<file path="src/rtl/prog_counter_pkg.sv">
// Shared types and constants for the programmable terminal counter.
//   state_e       : FSM state encoding (idle, running, finished)
//   DIR_*, MODE_* : encodings of the dir_up and auto_reload inputs
//   DEFAULT_WIDTH : default count width
package prog_counter_pkg;

  localparam int unsigned DEFAULT_WIDTH = 8;

  localparam logic DIR_DOWN     = 1'b0;
  localparam logic DIR_UP       = 1'b1;
  localparam logic MODE_ONESHOT = 1'b0;
  localparam logic MODE_RELOAD  = 1'b1;

  typedef enum logic [1:0] {
    StIdle,
    StRun,
    StDone
  } state_e;

endpackage

</file>
<file path="src/rtl/prog_counter_if.sv">
// Control/status bundle between a controller FSM and prog_counter.
//   load, load_val, dir_up, auto_reload, count_en : controller -> counter
//   count, busy, done, tc_pulse                    : counter -> controller
// master: the controller side; slave: the counter side.
interface prog_counter_if
  import prog_counter_pkg::*;
#(
  parameter int unsigned WIDTH = DEFAULT_WIDTH
) ();

  logic             load;
  logic [WIDTH-1:0] load_val;
  logic             dir_up;
  logic             auto_reload;
  logic             count_en;
  logic [WIDTH-1:0] count;
  logic             busy;
  logic             done;
  logic             tc_pulse;

  modport master (
    output load, load_val, dir_up, auto_reload, count_en,
    input  count, busy, done, tc_pulse
  );

  modport slave (
    input  load, load_val, dir_up, auto_reload, count_en,
    output count, busy, done, tc_pulse
  );

endinterface

</file>
<file path="src/rtl/prog_counter_prescaler.sv">
// Divides the count enable so that only every PRESCALE-th enabled cycle produces a tick.
//   clk, reset_n : clock, asynchronous active-low reset
//   clear        : restart the division (a new run is being loaded)
//   en           : enable; the divider holds while low
//   tick         : single-cycle advance strobe (combinational from en)
module prog_counter_prescaler #(
  parameter int unsigned PRESCALE = 4
) (
  input  logic clk,
  input  logic reset_n,
  input  logic clear,
  input  logic en,
  output logic tick
);

  localparam int unsigned CntW = (PRESCALE > 1) ? $clog2(PRESCALE) : 1;
  localparam logic [CntW-1:0] LastVal = CntW'(PRESCALE - 1);

  logic [CntW-1:0] cnt_d, cnt_q;

  assign tick = en && (cnt_q == LastVal);

  always_comb begin
    cnt_d = cnt_q;
    if (clear) begin
      cnt_d = '0;
    end else if (en) begin
      cnt_d = tick ? '0 : cnt_q + 1'b1;
    end
  end

  always_ff @(posedge clk or negedge reset_n) begin
    if (!reset_n) begin
      cnt_q <= '0;
    end else begin
      cnt_q <= cnt_d;
    end
  end

endmodule

</file>
<file path="src/rtl/prog_counter.sv">
// Programmable terminal counter: loads a terminal value and counts down to 0 or up to it,
// either once (done held until the next load) or periodically (auto-reload).
//   clk, reset_n : clock, asynchronous active-low reset
//   bus (slave)  : load/load_val/dir_up/auto_reload/count_en in;
//                  count/busy/done/tc_pulse out (all registered)
// Optional build macro PROG_COUNTER_PRESCALE_EN adds parameter PRESCALE: the count then
// advances only on every PRESCALE-th enabled cycle.
module prog_counter
  import prog_counter_pkg::*;
#(
  parameter int unsigned WIDTH = DEFAULT_WIDTH
`ifdef PROG_COUNTER_PRESCALE_EN
  ,
  parameter int unsigned PRESCALE = 4
`endif
) (
  input  logic               clk,
  input  logic               reset_n,
  prog_counter_if.slave      bus
);

  state_e           state_d, state_q;
  logic [WIDTH-1:0] count_d, count_q;
  logic [WIDTH-1:0] target_d, target_q;
  logic             dir_d, dir_q;
  logic             mode_d, mode_q;
  logic             tc_d, tc_q;
  logic             step;
  logic [WIDTH-1:0] term_val;
  logic [WIDTH-1:0] next_val;

`ifdef PROG_COUNTER_PRESCALE_EN
  prog_counter_prescaler #(
    .PRESCALE(PRESCALE)
  ) u_prescaler (
    .clk    (clk),
    .reset_n(reset_n),
    .clear  (bus.load),
    .en     (bus.count_en),
    .tick   (step)
  );
`else
  assign step = bus.count_en;
`endif

  assign term_val = (dir_q == DIR_UP) ? target_q : '0;
  assign next_val = (dir_q == DIR_UP) ? count_q + 1'b1 : count_q - 1'b1;

  always_comb begin
    state_d  = state_q;
    count_d  = count_q;
    target_d = target_q;
    dir_d    = dir_q;
    mode_d   = mode_q;
    tc_d     = 1'b0;

    if (bus.load) begin
      target_d = bus.load_val;
      dir_d    = bus.dir_up;
      mode_d   = bus.auto_reload;
      if (bus.load_val == '0) begin
        // Zero-length run: finish immediately in either mode.
        state_d = StDone;
        count_d = '0;
        tc_d    = 1'b1;
      end else begin
        state_d = StRun;
        count_d = (bus.dir_up == DIR_UP) ? '0 : bus.load_val;
      end
    end else if (state_q == StRun && step) begin
      if (count_q == term_val) begin
        // Only reachable in auto-reload: terminal value was shown last step, restart.
        count_d = (dir_q == DIR_UP) ? '0 : target_q;
      end else begin
        count_d = next_val;
        if (next_val == term_val) begin
          tc_d = 1'b1;
          if (mode_q == MODE_ONESHOT) begin
            state_d = StDone;
          end
        end
      end
    end
  end

  always_ff @(posedge clk or negedge reset_n) begin
    if (!reset_n) begin
      state_q  <= StIdle;
      count_q  <= '0;
      target_q <= '0;
      dir_q    <= DIR_DOWN;
      mode_q   <= MODE_ONESHOT;
      tc_q     <= 1'b0;
    end else begin
      state_q  <= state_d;
      count_q  <= count_d;
      target_q <= target_d;
      dir_q    <= dir_d;
      mode_q   <= mode_d;
      tc_q     <= tc_d;
    end
  end

  assign bus.count    = count_q;
  assign bus.busy     = (state_q == StRun);
  assign bus.done     = (state_q == StDone);
  assign bus.tc_pulse = tc_q;

endmodule
</file>
<file path="src/flat_wrapper.sv">
// flat-port wrapper written by rule: the top's interface ports become plain ports
module prog_counter_flat import prog_counter_pkg::*;
#(
  parameter int unsigned WIDTH = DEFAULT_WIDTH

)
  (clk, reset_n, bus_load, bus_load_val, bus_dir_up, bus_auto_reload, bus_count_en, bus_count, bus_busy, bus_done, bus_tc_pulse);
  prog_counter_if #(.WIDTH(WIDTH)) bus_i ();
  input  logic clk;
  input  logic reset_n;
  input wire logic [$bits(bus_i.load)-1:0] bus_load;
  input wire logic [$bits(bus_i.load_val)-1:0] bus_load_val;
  input wire logic [$bits(bus_i.dir_up)-1:0] bus_dir_up;
  input wire logic [$bits(bus_i.auto_reload)-1:0] bus_auto_reload;
  input wire logic [$bits(bus_i.count_en)-1:0] bus_count_en;
  output wire logic [$bits(bus_i.count)-1:0] bus_count;
  output wire logic [$bits(bus_i.busy)-1:0] bus_busy;
  output wire logic [$bits(bus_i.done)-1:0] bus_done;
  output wire logic [$bits(bus_i.tc_pulse)-1:0] bus_tc_pulse;
  assign bus_i.load = bus_load;
  assign bus_i.load_val = bus_load_val;
  assign bus_i.dir_up = bus_dir_up;
  assign bus_i.auto_reload = bus_auto_reload;
  assign bus_i.count_en = bus_count_en;
  assign bus_count = bus_i.count;
  assign bus_busy = bus_i.busy;
  assign bus_done = bus_i.done;
  assign bus_tc_pulse = bus_i.tc_pulse;
  prog_counter #(.WIDTH(WIDTH)) u_core (.clk(clk), .reset_n(reset_n), .bus(bus_i));
endmodule
</file>
<file path="config.mk">
export PLATFORM = sky130hd
export DESIGN_NAME = prog_counter_flat
export DESIGN_NICKNAME = d
export VERILOG_FILES = /design/src/rtl/prog_counter_pkg.sv /design/src/rtl/prog_counter_if.sv /design/src/rtl/prog_counter_prescaler.sv /design/src/rtl/prog_counter.sv /design/src/flat_wrapper.sv
export SDC_FILE = /design/constraint.sdc
export NUM_CORES = 1
export LEC_CHECK = 0
export CORE_MARGIN = 2
export CORE_UTILIZATION = 50
export DETAILED_ROUTE_END_ITERATION = 12
export PLACE_DENSITY = 0.74
export SYNTH_ARGS = -nofsm -noshare
export SYNTH_HDL_FRONTEND = slang
export SYNTH_SLANG_ARGS = --single-unit
</file>
<file path="constraint.sdc">
create_clock -name clk -period 3.57 [get_ports clk]
set_clock_uncertainty 0.05 [all_clocks]
set_input_delay 0.5355 -clock clk [delete_from_list [all_inputs] [get_ports clk]]
set_output_delay 0.5355 -clock clk [all_outputs]
set_load 0.01 [all_outputs]
</file>
# Word-level counts from Yosys, hierarchy flattened
# Index checks and enable logic that the tools add are counted.
# W data, S select, Z words.
[classes]
addsub = 2
n_eq_ne = 6
n_reduce_logical = 5
n_mux = 19
[op_table]
columns = ["cell", "count"]
rows = [
  ["$mux W8", 8],
  ["$eq A8 B8 Y1", 2],
  ["$mux W2", 6],
  ["$add A8 B1 Y8 const B", 1],
  ["$logic_not A8 Y1", 1],
  ["$sub A8 B1 Y8 const B", 1],
  ["$mux W1", 5],
  ["$ne A2 B2 Y1 const B", 2],
  ["$reduce_and A4 Y1", 1],
  ["$reduce_bool A2 Y1", 2],
  ["$eq A2 B1 Y1 const B", 1],
  ["$eq A2 B2 Y1 const B", 1],
  ["$logic_and A1 B1 Y1", 1],
]
[word_totals]
out_inout_bits = 11
reg_bits = 21
input_bits = 14
wordCells = 38

# Depth between registers and ports, before layout
[logic_depth]
depth_word = 7
ltp_mapped = 12
depth_no_buf = 9

# Worst setup path after synthesis
# OpenSTA, ideal clock, no wires.
[synth_path]
path_type = "flip-flop to flip-flop"
from = "register u_core.dir_q"
to = "register u_core.state_q[1]"
setup_time_ns = 0.067
required_time_ns = 3.453
arrival_time_ns = 2.824
slack_ns = 0.629
period_less_slack_ns = 2.941
stages_incl_launch_ff = 13
n_path_buf = 3
path_cell_list = "dfrtp_1 > buf_4 > inv_1 > clkbuf_1 > ha_1 > clkbuf_1 > a2111oi_0 > o21a_1 > o211a_1 > xnor2_1 > nand4_1 > a2111oi_2 > nand2b_1"
[synth_via]
elab_chain_cells = 4
[synth_lines]
columns = ["item", "line_no", "text"]
rows = [
  ["start: declaration", "prog_counter.sv:25", "logic dir_d, dir_q;"],
  ["start signal: assignment", "prog_counter.sv:98", "dir_q <= dir_d;"],
  ["$mux W8 (on tied branches)", "prog_counter.sv:46, prog_counter.sv:47", ""],
  ["$eq A8 B8 Y1 (on tied branches)", "prog_counter.sv:71, prog_counter.sv:76", ""],
  ["$ne A2 B2 Y1 (no line) / $reduce_bool A2 Y1 (equally long branches)", "-", ""],
  ["$reduce_and A4 Y1 (no line) *", "-", ""],
  ["end signal: assignment", "prog_counter.sv:88", "state_q <= StIdle;"],
  ["end signal: assignment", "prog_counter.sv:95", "state_q <= state_d;"],
  ["end: declaration", "prog_counter.sv:22", "state_e state_d, state_q;"],
]
# Mark *: on every way between the ends. The rest lies on a longest branch, timed or not.
# A chain may end at the register's enable or synchronous reset.

# Worst setup path after layout
# Ends and elaborated chain as after synthesis.

==> metrics <==
Clk Latency, worst-skew pair=300 ps; dpl hpwl=3486 um; peak supply drop=0.2644 mV; die height=63.76 um; DRC Markers=0; first-pass GRT wire length=8155 um; Post-CTS Setup Bufs=0; syn avg cell area=8.543 sq um; status=complete, no violations; Slew @ Worst Pin=947.3 ps; Arr. time, crit path=3170 ps; commonest non-fill, non-tap cells in the layout=24 x clkdlybuf4s50_1, 21 x dfrtp_1, 19 x o21ai_0, 17 x nor2_1, 14 x nand2_1; Final WS setup=602.7 ps; n_diodes=0; worst path cell trace=inv_1 -> ha_1 -> a2111oi_0 -> o21a_1 -> o211a_1 -> xnor2_1 -> nand4_1 -> a2111oi_2 -> nand2b_1; DP Area=2031 sq um; # IOs=25; cell area after synthesis=1785 sq um; initial antenna violation count=0; clock-pin slew on the worst setup and hold paths=120 ps; CTS root buf=clkbuf_4; Crit Path Max Fanout=16; HP Class=reg -> reg; layout cells sized above 1=0.08000; leakage power=0.8247 nW; port buffer count=24; number of global-route vias before repair=1679; pre-CTS setup slack=698.5 ps; Pre-Repair DR Iteration Count=4; Max-Cap Viols=0; final setup violation count=0; Critical path origin=u_core.dir_q; Post-CTS Hold Fix Bufs=0; post-synthesis sequential area ratio=0.2943; CTS tree=done; worst path bufs/invs=1; gr usage total=0.2508; Util after Layout=0.6069; max incr delay on CP=510 ps; cell row count=21; storage element area=525.5 sq um; CP Data Required Time=3770 ps; Final Hold Vio Count=0; #FFs+latches synth=21; GRT Residual Overflow=0; Area Overhead vs Synth=15.21%; reg2reg start=u_core.dir_q; drt wl/cell=17.40 um; crit-path leading delay family=compound AO/OA/AOI/OAI gates; Tcrit/Tclk final=0.8312; RSZ-0062 raised after global routing=false; initial DRC count=179; Clock Sinks=21; hold_sp=u_core.mode_q; PostCTS Resize Cnt=0; Fill cells=285; FFs w/ async S/R, synth=1.000; Post-synth EDFFs=0; dominant synthesized flop cell=dfrtp_1; Post-Syn Instances=209; vias per cell=6.317; initial core utilization=0.5268; f_max=337.0 MHz; GP Congestion=0.9591; commonest non-fill, non-tap cell in the layout=clkdlybuf4s50_1; area of the multi-input gates=1162 sq um; Crit. End Element=flip-flop; largest net degree at the start of global routing=27; CTS max path bufs=2; Cell Pwr Density=406.4 nW/um^2; via count=1712; CP max stage cell=a2111oi_0; final instance area=2057 sq um; H-Tree Depth=1; total CTS buffers=3; total power draw=836.0 uW; Tmin final=2967 ps; Antenna Nets Post-Route=0; Setup Crit Path Kind=reg -> reg; Syn Nets=230; core box area=3390 sq um; Startpoint Class=flip-flop; die area=4065 sq um; setup TNS=0 ps; Total Wirelength=4716 um; Slew HR=0.3665; Die X=63.76 um; synth warn=0; synth unique cells=53; Max Slew Vio Count=0; Final nets=247
==> registers in the layout, indices dropped and copies added (netlist names) <==
register,flops
u_core.bus.count,8
u_core.dir_q,1
u_core.mode_q,1
u_core.bus.tc_pulse,1
u_core.state_q,2
u_core.target_q,8
==> logic make-up (layout without fill, tap and decap cells) <==
| kind of cell | Yosys count | count (layout) | share of synthesized area |
|---|---|---|---|
| XOR/XNOR | 15 | 15 | 0.08199 |
| flip-flops | 21 | 21 | 0.2943 |
| AO/OA/AOI/OAI | 66 | 66 | 0.2467 |
| multiplexers | 11 | 11 | 0.06658 |
| AND/OR/NAND/NOR | 67 | 67 | 0.2025 |
| adder cells (fa/ha/maj) | 7 | 7 | 0.05326 |
| buffers and inverters | 22 | 38 | 0.05466 |
==> stage by stage <==
stage	hold slack (ps)	cells
2_1_floorplan	189.9	209
3_3_place_gp	467.0	267
3_5_place_dp	466.6	267
4_1_cts	485.5	271
5_1_grt	548.0	271
6_report	478.2	271
==> report_power, final <==
part	switching, mW	leakage (nW)	internal [mW]	total [mW]
clock	0.0698	0.0150	0.0435	0.113
sequential	0.0456	0.255	0.263	0.308
combinational	0.217	0.555	0.198	0.414
==> worst reg2reg max path: cells and delay by family (launching register included) <==
kind            cells  cell delay [ps]
simple gates        2              310
flops               1              400
fa+ha+maj           1              410
buf+inv             1              370
xor+xnor            1              140
compound gates      4             1250
==> final cells by class <==
cell class / instances / area share
inverters: 8 / 0.01460
flip-flops and latches: 21 / 0.2555
well taps: 46 / 0.02798
multi-input cells: 166 / 0.5651
repair buffers: 26 / 0.1241
clock buffers: 4 / 0.01277
==> cells in the mapped netlist, types with 2 or more instances <==
library cell	instances	area (sq um)
o21ai_1	5	25.02
a2bb2oi_1	3	26.28
and4bb_1	2	25.02
nand2b_1	2	12.51
mux2i_1	4	40.04
o21ai_0	19	95.09
a21oi_1	8	40.04
xor2_1	5	43.79
or4_1	3	22.52
mux2_2	7	78.83
o211ai_1	3	22.52
nor2_1	17	63.81
nor4bb_1	2	20.02
a21o_1	3	22.52
clkbuf_1	9	33.78
xnor2_1	9	78.83
nor3b_1	4	30.03
dfrtp_1	21	525.5
nand3_1	9	45.04
inv_1	8	30.03
ha_1	6	75.07
o311a_1	2	20.02
a31oi_1	5	31.28
a211oi_1	5	37.54
o21a_1	2	15.01
nor2b_1	2	12.51
nand2_1	14	52.55
nor3_1	4	20.02
buf_2	2	10.01
==> per-layer routing <==
metal | vias to the layer above | track usage | routed length, um
li1 | 800 | - | -
met5 | - | 0 | 0
met4 | 0 | 0.04620 | 57
met3 | 12 | 0.04930 | 295
met1 | 818 | 0.3330 | 2013
met2 | 82 | 0.4276 | 2349
==> path summary, 6_finish.rpt <==
kind	depth (start not counted)	slack, ps	endpoint
worst max-delay path	9	600	u_core.state_q[1]
worst min-delay path	2	480	u_core.state_q[0]
worst max register to register	9	600	u_core.state_q[1]
worst min register to register	2	480	u_core.state_q[0]
max in group asynchronous	1	2190	u_core.target_q[4]
min in group asynchronous	1	700	u_core.target_q[5]
(Power assumes the default switching activity.)
